[src/rtl/write_back_pkg.sv]
// Shared types for the write-back stage: register file, register indices and store FSM states.
package write_back_pkg;

    localparam int NUM_REGS  = 16;
    localparam int REG_IDX_W = 4;
    localparam int FLAGS_W   = 4;
    localparam int FLAGS_LSB = 27;

    typedef logic [31:0]           regval_t;
    typedef regval_t [NUM_REGS-1:0] regfile_t;
    typedef logic [REG_IDX_W-1:0]  reg_idx_t;

    localparam reg_idx_t Pc    = 4'd15;
    localparam reg_idx_t Flags = 4'd14;

    typedef enum logic [0:0] {
        IDLE  = 1'b0,
        STORE = 1'b1
    } wb_state_t;

    // Store addresses wrap modulo 2^32.
    function automatic regval_t store_address(input regval_t base, input regval_t offset);
        return base + offset;
    endfunction

    function automatic logic [FLAGS_W-1:0] flags_field(input regval_t value);
        return value[FLAGS_LSB +: FLAGS_W];
    endfunction

endpackage

[src/rtl/i_execute_to_write.sv]
// Execute-to-write-back handshake; write back consumes it through the write_in modport.
interface i_execute_to_write;
    import write_back_pkg::*;

    logic        is_valid;
    regval_t     pc;
    reg_idx_t    destination;
    logic        destination_is_memory;
    logic [3:0]  flags;
    regval_t     destination_value;
    regval_t     adjustment;
    logic        has_flushed;
    logic        hold;

    modport write_in (
        input  is_valid, pc, destination, destination_is_memory, flags,
               destination_value, adjustment, has_flushed,
        output hold
    );

    modport write_out (
        output is_valid, pc, destination, destination_is_memory, flags,
               destination_value, adjustment, has_flushed,
        input  hold
    );

endinterface

[src/rtl/write_back_store_port.sv]
// Store FSM on a waitrequest-style bus. Optional store timeout under WRITE_BACK_TIMEOUT_EN.
module store_port
    import write_back_pkg::*;
#(
    parameter int TIMEOUT_CYCLES = 256
) (
    input  logic    clock,
    input  logic    reset_n,
    input  logic    start,
    input  regval_t start_address,
    input  regval_t start_data,
    input  logic    mem_waitrequest,
    output logic    busy,
    output regval_t mem_address,
    output regval_t mem_writedata,
    output logic    mem_write
`ifdef WRITE_BACK_TIMEOUT_EN
    ,
    output logic    bus_error
`endif
);

    wb_state_t state_q, state_d;
    regval_t   mem_address_q, mem_address_d;
    regval_t   mem_writedata_q, mem_writedata_d;
    logic      mem_write_q, mem_write_d;

`ifdef WRITE_BACK_TIMEOUT_EN
    localparam logic [31:0] TIMEOUT_LIMIT = 32'(TIMEOUT_CYCLES - 1);
    logic [31:0] count_q, count_d;
    logic        bus_error_q, bus_error_d;
    assign bus_error = bus_error_q;
`else
    logic [31:0] unused_timeout_s;
    assign unused_timeout_s = 32'(TIMEOUT_CYCLES);
`endif

    // Next-state and output computation for the store handshake.
    always_comb begin
        state_d         = state_q;
        mem_address_d   = mem_address_q;
        mem_writedata_d = mem_writedata_q;
        mem_write_d     = mem_write_q;
`ifdef WRITE_BACK_TIMEOUT_EN
        count_d         = count_q;
        bus_error_d     = bus_error_q;
`endif
        case (state_q)
            IDLE: begin
                if (start) begin
                    state_d         = STORE;
                    mem_address_d   = start_address;
                    mem_writedata_d = start_data;
                    mem_write_d     = 1'b1;
`ifdef WRITE_BACK_TIMEOUT_EN
                    count_d         = 32'd0;
`endif
                end else begin
                    mem_write_d = 1'b0;
                end
            end
            STORE: begin
                if (!mem_waitrequest) begin
                    state_d     = IDLE;
                    mem_write_d = 1'b0;
`ifdef WRITE_BACK_TIMEOUT_EN
                end else if (count_q == TIMEOUT_LIMIT) begin
                    state_d     = IDLE;
                    mem_write_d = 1'b0;
                    bus_error_d = 1'b1;
                end else begin
                    count_d = count_q + 32'd1;
                end
`else
                end else begin
                    mem_write_d = 1'b1;
                end
`endif
            end
            default: begin
                state_d     = IDLE;
                mem_write_d = 1'b0;
            end
        endcase
    end

    // State and registered bus outputs.
    always_ff @(posedge clock or negedge reset_n) begin
        if (!reset_n) begin
            state_q         <= IDLE;
            mem_address_q   <= 32'd0;
            mem_writedata_q <= 32'd0;
            mem_write_q     <= 1'b0;
`ifdef WRITE_BACK_TIMEOUT_EN
            count_q         <= 32'd0;
            bus_error_q     <= 1'b0;
`endif
        end else begin
            state_q         <= state_d;
            mem_address_q   <= mem_address_d;
            mem_writedata_q <= mem_writedata_d;
            mem_write_q     <= mem_write_d;
`ifdef WRITE_BACK_TIMEOUT_EN
            count_q         <= count_d;
            bus_error_q     <= bus_error_d;
`endif
        end
    end

    assign busy          = (state_q == STORE);
    assign mem_address   = mem_address_q;
    assign mem_writedata = mem_writedata_q;
    assign mem_write     = mem_write_q;

endmodule

[src/rtl/write_back.sv]
// Final pipeline stage: register/flags writes, PC flush and stores.
// Define WRITE_BACK_TIMEOUT_EN to add the store timeout and sticky bus_error output.
module write_back
    import write_back_pkg::*;
#(
    parameter int TIMEOUT_CYCLES = 256
) (
    input  logic                   clock,
    input  logic                   reset_n,
    input  regfile_t               registers,
    i_execute_to_write.write_in    ini,
    output logic                   rf_write,
    output reg_idx_t               rf_index,
    output regval_t                rf_value,
    output logic                   flags_write,
    output logic [FLAGS_W-1:0]     flags_value,
    output regval_t                mem_address,
    output regval_t                mem_writedata,
    output logic                   mem_write,
    input  logic                   mem_waitrequest,
    output logic                   flush,
    output regval_t                flush_pc
`ifdef WRITE_BACK_TIMEOUT_EN
    ,
    output logic                   bus_error
`endif
);

    logic accept_s, drop_s, commit_s, reg_commit_s, store_start_s;
    logic is_pc_s, is_flags_s, store_busy_s;

    logic               rf_write_q, rf_write_d;
    reg_idx_t           rf_index_q, rf_index_d;
    regval_t            rf_value_q, rf_value_d;
    logic               flags_write_q, flags_write_d;
    logic [FLAGS_W-1:0] flags_value_q, flags_value_d;
    logic               flush_q, flush_d;
    regval_t            flush_pc_q, flush_pc_d;
    logic               discarding_q, discarding_d;

    // The instruction PC is carried for debug visibility only.
    logic unused_pc_s;
    assign unused_pc_s = ^ini.pc;

    assign ini.hold = reset_n && store_busy_s;

    // Accept/discard decode and next values of the register-side outputs.
    always_comb begin
        accept_s      = ini.is_valid && !ini.hold;
        drop_s        = discarding_q && !ini.has_flushed;
        commit_s      = accept_s && !drop_s;
        reg_commit_s  = commit_s && !ini.destination_is_memory;
        store_start_s = commit_s && ini.destination_is_memory;
        is_pc_s       = (ini.destination == Pc);
        is_flags_s    = (ini.destination == Flags);

        rf_write_d    = reg_commit_s && !is_pc_s;
        flags_write_d = store_start_s || (reg_commit_s && !is_flags_s);
        flush_d       = reg_commit_s && is_pc_s;

        if (reg_commit_s) begin
            rf_index_d = ini.destination;
            rf_value_d = ini.destination_value;
        end else begin
            rf_index_d = rf_index_q;
            rf_value_d = rf_value_q;
        end

        if (flags_write_d) begin
            flags_value_d = ini.flags;
        end else begin
            flags_value_d = flags_value_q;
        end

        if (flush_d) begin
            flush_pc_d = ini.destination_value;
        end else begin
            flush_pc_d = flush_pc_q;
        end

        // A new PC write re-arms discarding even if it also carried has_flushed.
        if (flush_d) begin
            discarding_d = 1'b1;
        end else if (accept_s && ini.has_flushed) begin
            discarding_d = 1'b0;
        end else begin
            discarding_d = discarding_q;
        end
    end

    // Registered register-side outputs and discard state.
    always_ff @(posedge clock or negedge reset_n) begin
        if (!reset_n) begin
            rf_write_q    <= 1'b0;
            rf_index_q    <= 4'd0;
            rf_value_q    <= 32'd0;
            flags_write_q <= 1'b0;
            flags_value_q <= 4'd0;
            flush_q       <= 1'b0;
            flush_pc_q    <= 32'd0;
            discarding_q  <= 1'b0;
        end else begin
            rf_write_q    <= rf_write_d;
            rf_index_q    <= rf_index_d;
            rf_value_q    <= rf_value_d;
            flags_write_q <= flags_write_d;
            flags_value_q <= flags_value_d;
            flush_q       <= flush_d;
            flush_pc_q    <= flush_pc_d;
            discarding_q  <= discarding_d;
        end
    end

    store_port #(
        .TIMEOUT_CYCLES (TIMEOUT_CYCLES)
    ) u_store_port (
        .clock           (clock),
        .reset_n         (reset_n),
        .start           (store_start_s),
        .start_address   (store_address(registers[ini.destination], ini.adjustment)),
        .start_data      (ini.destination_value),
        .mem_waitrequest (mem_waitrequest),
        .busy            (store_busy_s),
        .mem_address     (mem_address),
        .mem_writedata   (mem_writedata),
        .mem_write       (mem_write)
`ifdef WRITE_BACK_TIMEOUT_EN
        ,
        .bus_error       (bus_error)
`endif
    );

    assign rf_write    = rf_write_q;
    assign rf_index    = rf_index_q;
    assign rf_value    = rf_value_q;
    assign flags_write = flags_write_q;
    assign flags_value = flags_value_q;
    assign flush       = flush_q;
    assign flush_pc    = flush_pc_q;

endmodule
[src/flat_wrapper.sv]
// flat-port wrapper written by rule: the top's interface ports become plain ports
module write_back_flat import write_back_pkg::*;
#(
    parameter int TIMEOUT_CYCLES = 256
)
  (clock, reset_n, registers, rf_write, rf_index, rf_value, flags_write, flags_value, mem_address, mem_writedata, mem_write, mem_waitrequest, flush, flush_pc, ini_is_valid, ini_pc, ini_destination, ini_destination_is_memory, ini_flags, ini_destination_value, ini_adjustment, ini_has_flushed, ini_hold);
  i_execute_to_write ini_i ();
  input  logic clock;
  input  logic reset_n;
  input  regfile_t registers;
  output logic rf_write;
  output reg_idx_t rf_index;
  output regval_t rf_value;
  output logic flags_write;
  output logic [FLAGS_W-1:0] flags_value;
  output regval_t mem_address;
  output regval_t mem_writedata;
  output logic mem_write;
  input  logic mem_waitrequest;
  output logic flush;
  output regval_t flush_pc;
  input wire logic [$bits(ini_i.is_valid)-1:0] ini_is_valid;
  input wire logic [$bits(ini_i.pc)-1:0] ini_pc;
  input wire logic [$bits(ini_i.destination)-1:0] ini_destination;
  input wire logic [$bits(ini_i.destination_is_memory)-1:0] ini_destination_is_memory;
  input wire logic [$bits(ini_i.flags)-1:0] ini_flags;
  input wire logic [$bits(ini_i.destination_value)-1:0] ini_destination_value;
  input wire logic [$bits(ini_i.adjustment)-1:0] ini_adjustment;
  input wire logic [$bits(ini_i.has_flushed)-1:0] ini_has_flushed;
  output wire logic [$bits(ini_i.hold)-1:0] ini_hold;
  assign ini_i.is_valid = ini_is_valid;
  assign ini_i.pc = ini_pc;
  assign ini_i.destination = ini_destination;
  assign ini_i.destination_is_memory = ini_destination_is_memory;
  assign ini_i.flags = ini_flags;
  assign ini_i.destination_value = ini_destination_value;
  assign ini_i.adjustment = ini_adjustment;
  assign ini_i.has_flushed = ini_has_flushed;
  assign ini_hold = ini_i.hold;
  write_back #(.TIMEOUT_CYCLES(TIMEOUT_CYCLES)) u_core (.clock(clock), .reset_n(reset_n), .registers(registers), .ini(ini_i), .rf_write(rf_write), .rf_index(rf_index), .rf_value(rf_value), .flags_write(flags_write), .flags_value(flags_value), .mem_address(mem_address), .mem_writedata(mem_writedata), .mem_write(mem_write), .mem_waitrequest(mem_waitrequest), .flush(flush), .flush_pc(flush_pc));
endmodule
[config.mk]
export PLATFORM = sky130hd
export DESIGN_NAME = write_back_flat
export DESIGN_NICKNAME = d
export VERILOG_FILES = /design/src/rtl/write_back_pkg.sv /design/src/rtl/i_execute_to_write.sv /design/src/rtl/write_back_store_port.sv /design/src/rtl/write_back.sv /design/src/flat_wrapper.sv
export SDC_FILE = /design/constraint.sdc
export NUM_CORES = 1
export LEC_CHECK = 0
export BUFFER_PORTS_ARGS = -buffer_cell sky130_fd_sc_hd__buf_4
export CAP_MARGIN = 20
export CORE_AREA = 8 8 290 292
export DETAILED_ROUTE_END_ITERATION = 16
export DIE_AREA = 0 0 298 300
export PLACE_DENSITY = 0.31
export SETUP_SLACK_MARGIN = 0.3
export SLEW_MARGIN = 10
export SYNTH_ARGS = -nofsm -noshare
export SYNTH_HDL_FRONTEND = slang
export SYNTH_SLANG_ARGS = --single-unit
[constraint.sdc]
create_clock -name clock -period 2.4 [get_ports clock]
set_input_delay 0.24 -clock clock [delete_from_list [all_inputs] [get_ports clock]]
set_output_delay 0.24 -clock clock [all_outputs]
set_load 0.02 [all_outputs]
==> results.yml <==
synth:
  ys_ff_latch: 141
  synthCells: 876
  syn-num-nets: 1530
  yosysWarnings: 0
  synth_edf_count: 0
  synthFlopType: "dfrtp_1"
  async_flop_share_pct: 100
  synth_cell_types: 53
  ys_seq_area_share_pct: 32.9
  syn_area_per_cell_um2: 12.2
  netlist_area_um2: 10700
sta:
  worst_slack_ns: -0.819
  relSlewSlack_pct: 39.8
  rsz0062_at_grt: "true"
  final-max-slew-violation-count: 0
  timing.hold.ws_ns: 0.0928
  tightest_slew_ns: 0.904
  fmax_mhz: 311
  setup_viol: 27
  finalHoldViolCount: 0
  fin_crit_ns: 3.22
  skew_ns: 0.00856
  timing.final.crit_share_pct: 134
worst_setup_path:
  critPathBufInv: 3
  worstSetupEndpointType: "register"
  crit_family: "simple AND/OR/NAND/NOR gates"
  path_cells: "buf_16 -> buf_16 -> buf_6 -> mux4_2 -> mux4_2 -> ha_4 -> nand4_1 -> or3_4 -> o2111ai_2 -> nor2_2 -> or4_4 -> nand3_2"
  crit_type: "in -> reg"
  path_max_fanout: 12
  reg2regPathDepth: 6
  r2r-start: "u_core.u_store_port.mem_write$_DFF_PN0_"
  worstPathArrival_ns: 3.63
  slowest_stage: "mux4_2"
  cp.required_ns: 2.81
  r2r_slack_ns: 0.40
  worst_setup_path_start_kind: "input pin"
  crit_start: "ini_destination[0]"
  r2r_end: "u_core.flush_pc[28]$_DFFE_PN0P_"
  max_stage_delay_ns: 0.58
pwr:
  comb_power_share_pct: 52.6
  p_sw_share_pct: 39.0
  peakVddDrop_mv: 0.497
  p_leak_uw: 0.00954
  power_density_nw_per_um2: 610
  p_int_uw: 7820
  p_seq_share_pct: 25.8
  p_clk_share_pct: 21.7
  switching_power_uw: 4990
outcome:
  status: "finished with violations"
  violations: "negative setup slack"
min_path:
  min-delay-start: "ini_is_valid"
  hold_class: "in -> reg"
  min_path_cells: 4
  whs_endpoint: "u_core.discarding_q$_DFFE_PN0P_"
global_route:
  grt_pass1_wl_um: 119000
  grt_pass1_vias: 13154
  overflow: 0
  grt_max_degree: 62
  grt_usage_pct: 19.4
  antenna_found_initial: 53
place:
  place_congestion: 0.943
  dp_hpwl_um: 79400
  portBuffers: 730
  place_area_um2: 18700
  dp_slack_ns: -1.49
  dp.cells: 2763
route:
  final_antenna_net_count: 0
  viasPerCell: 4.18
  drc: 0
  wire_per_inst_um: 31.4
  detail_route.first_pass.iterations: 5
  drt-total-wl_um: 90800
  drt_iter0_drc: 734
  vias: 12096
die:
  die_h_um: 300
  ios: 763
  die_w_um: 298
  dieArea_um2: 89400
  core_um2: 79600
  start_util_pct: 13.5
  row_count: 104
cells_and_area:
  fin_nets: 2449
  layout_commonest_cell: "buf_4"
  fin_cells: 2894
  area_delta_synth_final_pct: 95.6
  mostFrequentLayoutCells: "buf_4 (893), mux4_2 (158), nand2_1 (155), dfrtp_1 (140), mux2_2 (72)"
  drive_above_1_share_pct: 72.5
  fin_area_um2: 21000
cts:
  clk_path_buf_depth: 2
  cts_made_buffers: 17
  cts_sinks: 141
  cts.clk_slew.worst_paths_ns: 0.07
  cts_root_buf: "clkbuf_16"
  cts_tree: "built"
  h-tree-depth: 4
  clk_latency_ns: 0.47
flow_run:
  cap_viol_max_count: 0
==> per-stage QoR <==
step	utilization, %	power, uW	setup TNS, ns
after floorplan	-	5950	-16.90
after global placement	23.5	9520	-34.46
after detailed placement	23.5	9520	-34.29
after CTS	25.5	12700	-16.51
after global routing	26.3	13600	-17.79
final	26.4	12800	-15.18
==> synthesized netlist by cell type, drive strengths merged, types with 9 or more instances <==
| master | count | area [um^2] |
|---|---|---|
| buf | 37 | 173 |
| o21ai | 46 | 234 |
| nand4 | 10 | 62.6 |
| inv | 9 | 33.8 |
| ha | 31 | 388 |
| mux2 | 72 | 811 |
| a21o | 13 | 97.6 |
| nor3 | 10 | 50.1 |
| nand3 | 12 | 60.1 |
| clkbuf | 36 | 135 |
| a21oi | 42 | 210 |
| dfrtp | 141 | 3530 |
| xor2 | 13 | 114 |
| mux4 | 160 | 3610 |
| xnor2 | 12 | 113 |
| nor2 | 18 | 67.6 |
| nand2 | 159 | 597 |
==> power groups by stage <==
| stage | sequential (uW) | clock (uW) | combinational (uW) |
|---|---|---|---|
| finish | 3300 | 2780 | 6730 |
| global route | 3380 | 3000 | 7180 |
| CTS | 3310 | 2910 | 6510 |
| detailed placement | 3350 | 0 | 6160 |
| global placement | 3340 | 0 | 6180 |
| floorplan | 3970 | 0 | 1980 |
==> worst max path at each step <==
| stage | slack (ns) | depth (start not counted) | to |
|---|---|---|---|
| 6_report | -0.82 | 12 | u_core.u_store_port.mem_address[28]$_DFFE_PN0P_ |
| 5_1_grt | -0.86 | 17 | u_core.u_store_port.mem_address[31]$_DFFE_PN0P_ |
| 4_1_cts | -0.81 | 14 | u_core.u_store_port.mem_address[18]$_DFFE_PN0P_ |
| 3_5_place_dp | -1.49 | 14 | u_core.u_store_port.mem_address[13]$_DFFE_PN0P_ |
| 3_3_place_gp | -1.55 | 14 | u_core.u_store_port.mem_address[13]$_DFFE_PN0P_ |
| 2_1_floorplan | -0.87 | 14 | u_core.u_store_port.mem_address[26]$_DFFE_PN0P_ |
==> cells by family after synthesis <==
logic type	count (synthesis)	synth area share, %
muxes	233	41.3
and+or+nand+nor	230	9.13
DFF	141	32.9
AOI/OAI and AO/OA	133	7.59
buffers and inverters	82	3.18
adders and majority gates	32	3.80
xor gates and xnor gates	25	2.11
==> worst min-delay path, delay by kind of cell <==
family | cells | cell delay, ns
compound gates | 2 | 0.12
buf+inv | 1 | 0.11
simple gates | 1 | 0.05
==> per-layer routing <==
| metal | vias to the layer above | wire length (um) | track usage, % |
|---|---|---|---|
| li1 | 5293 | - | - |
| met1 | 6120 | 34700 | 21.9 |
| met2 | 552 | 45200 | 33.1 |
| met3 | 111 | 7400 | 7.10 |
| met4 | 20 | 3450 | 8.15 |
| met5 | - | 129 | 0 |
==> repair_timing <==
item	4_1_cts	5_1_grt
hold endpoints to repair	128	0
pin swaps	25	50
buffers inserted	12	17
endpoints found under the setup margin	29	83
gates resized for setup	93	85
gates cloned	1	5
hold buffers	38	0
==> registers in the layout (all words and copies together) (netlist names) <==
name	count
u_core.discarding_q	1
u_core.rf_value	32
u_core.u_store_port.mem_address	32
u_core.rf_write	1
u_core.flush_pc	32
u_core.flags_value	4
u_core.u_store_port.mem_write	1
u_core.flush	1
u_core.u_store_port.mem_writedata	32
u_core.rf_index	4
u_core.flags_write	1
==> cell type report <==
cell class | count | area, um^2
tap | 1060 | 1330
inverter | 9 | 33.8
fill | 8521 | 58600
timing repair buffer | 973 | 7810
sequential | 141 | 3530
clock buffer | 20 | 467
multi-input combinational | 653 | 7630
clock inverter | 12 | 124
antenna | 26 | 65.1
Note: power is estimated with default switching activity, not from simulation.
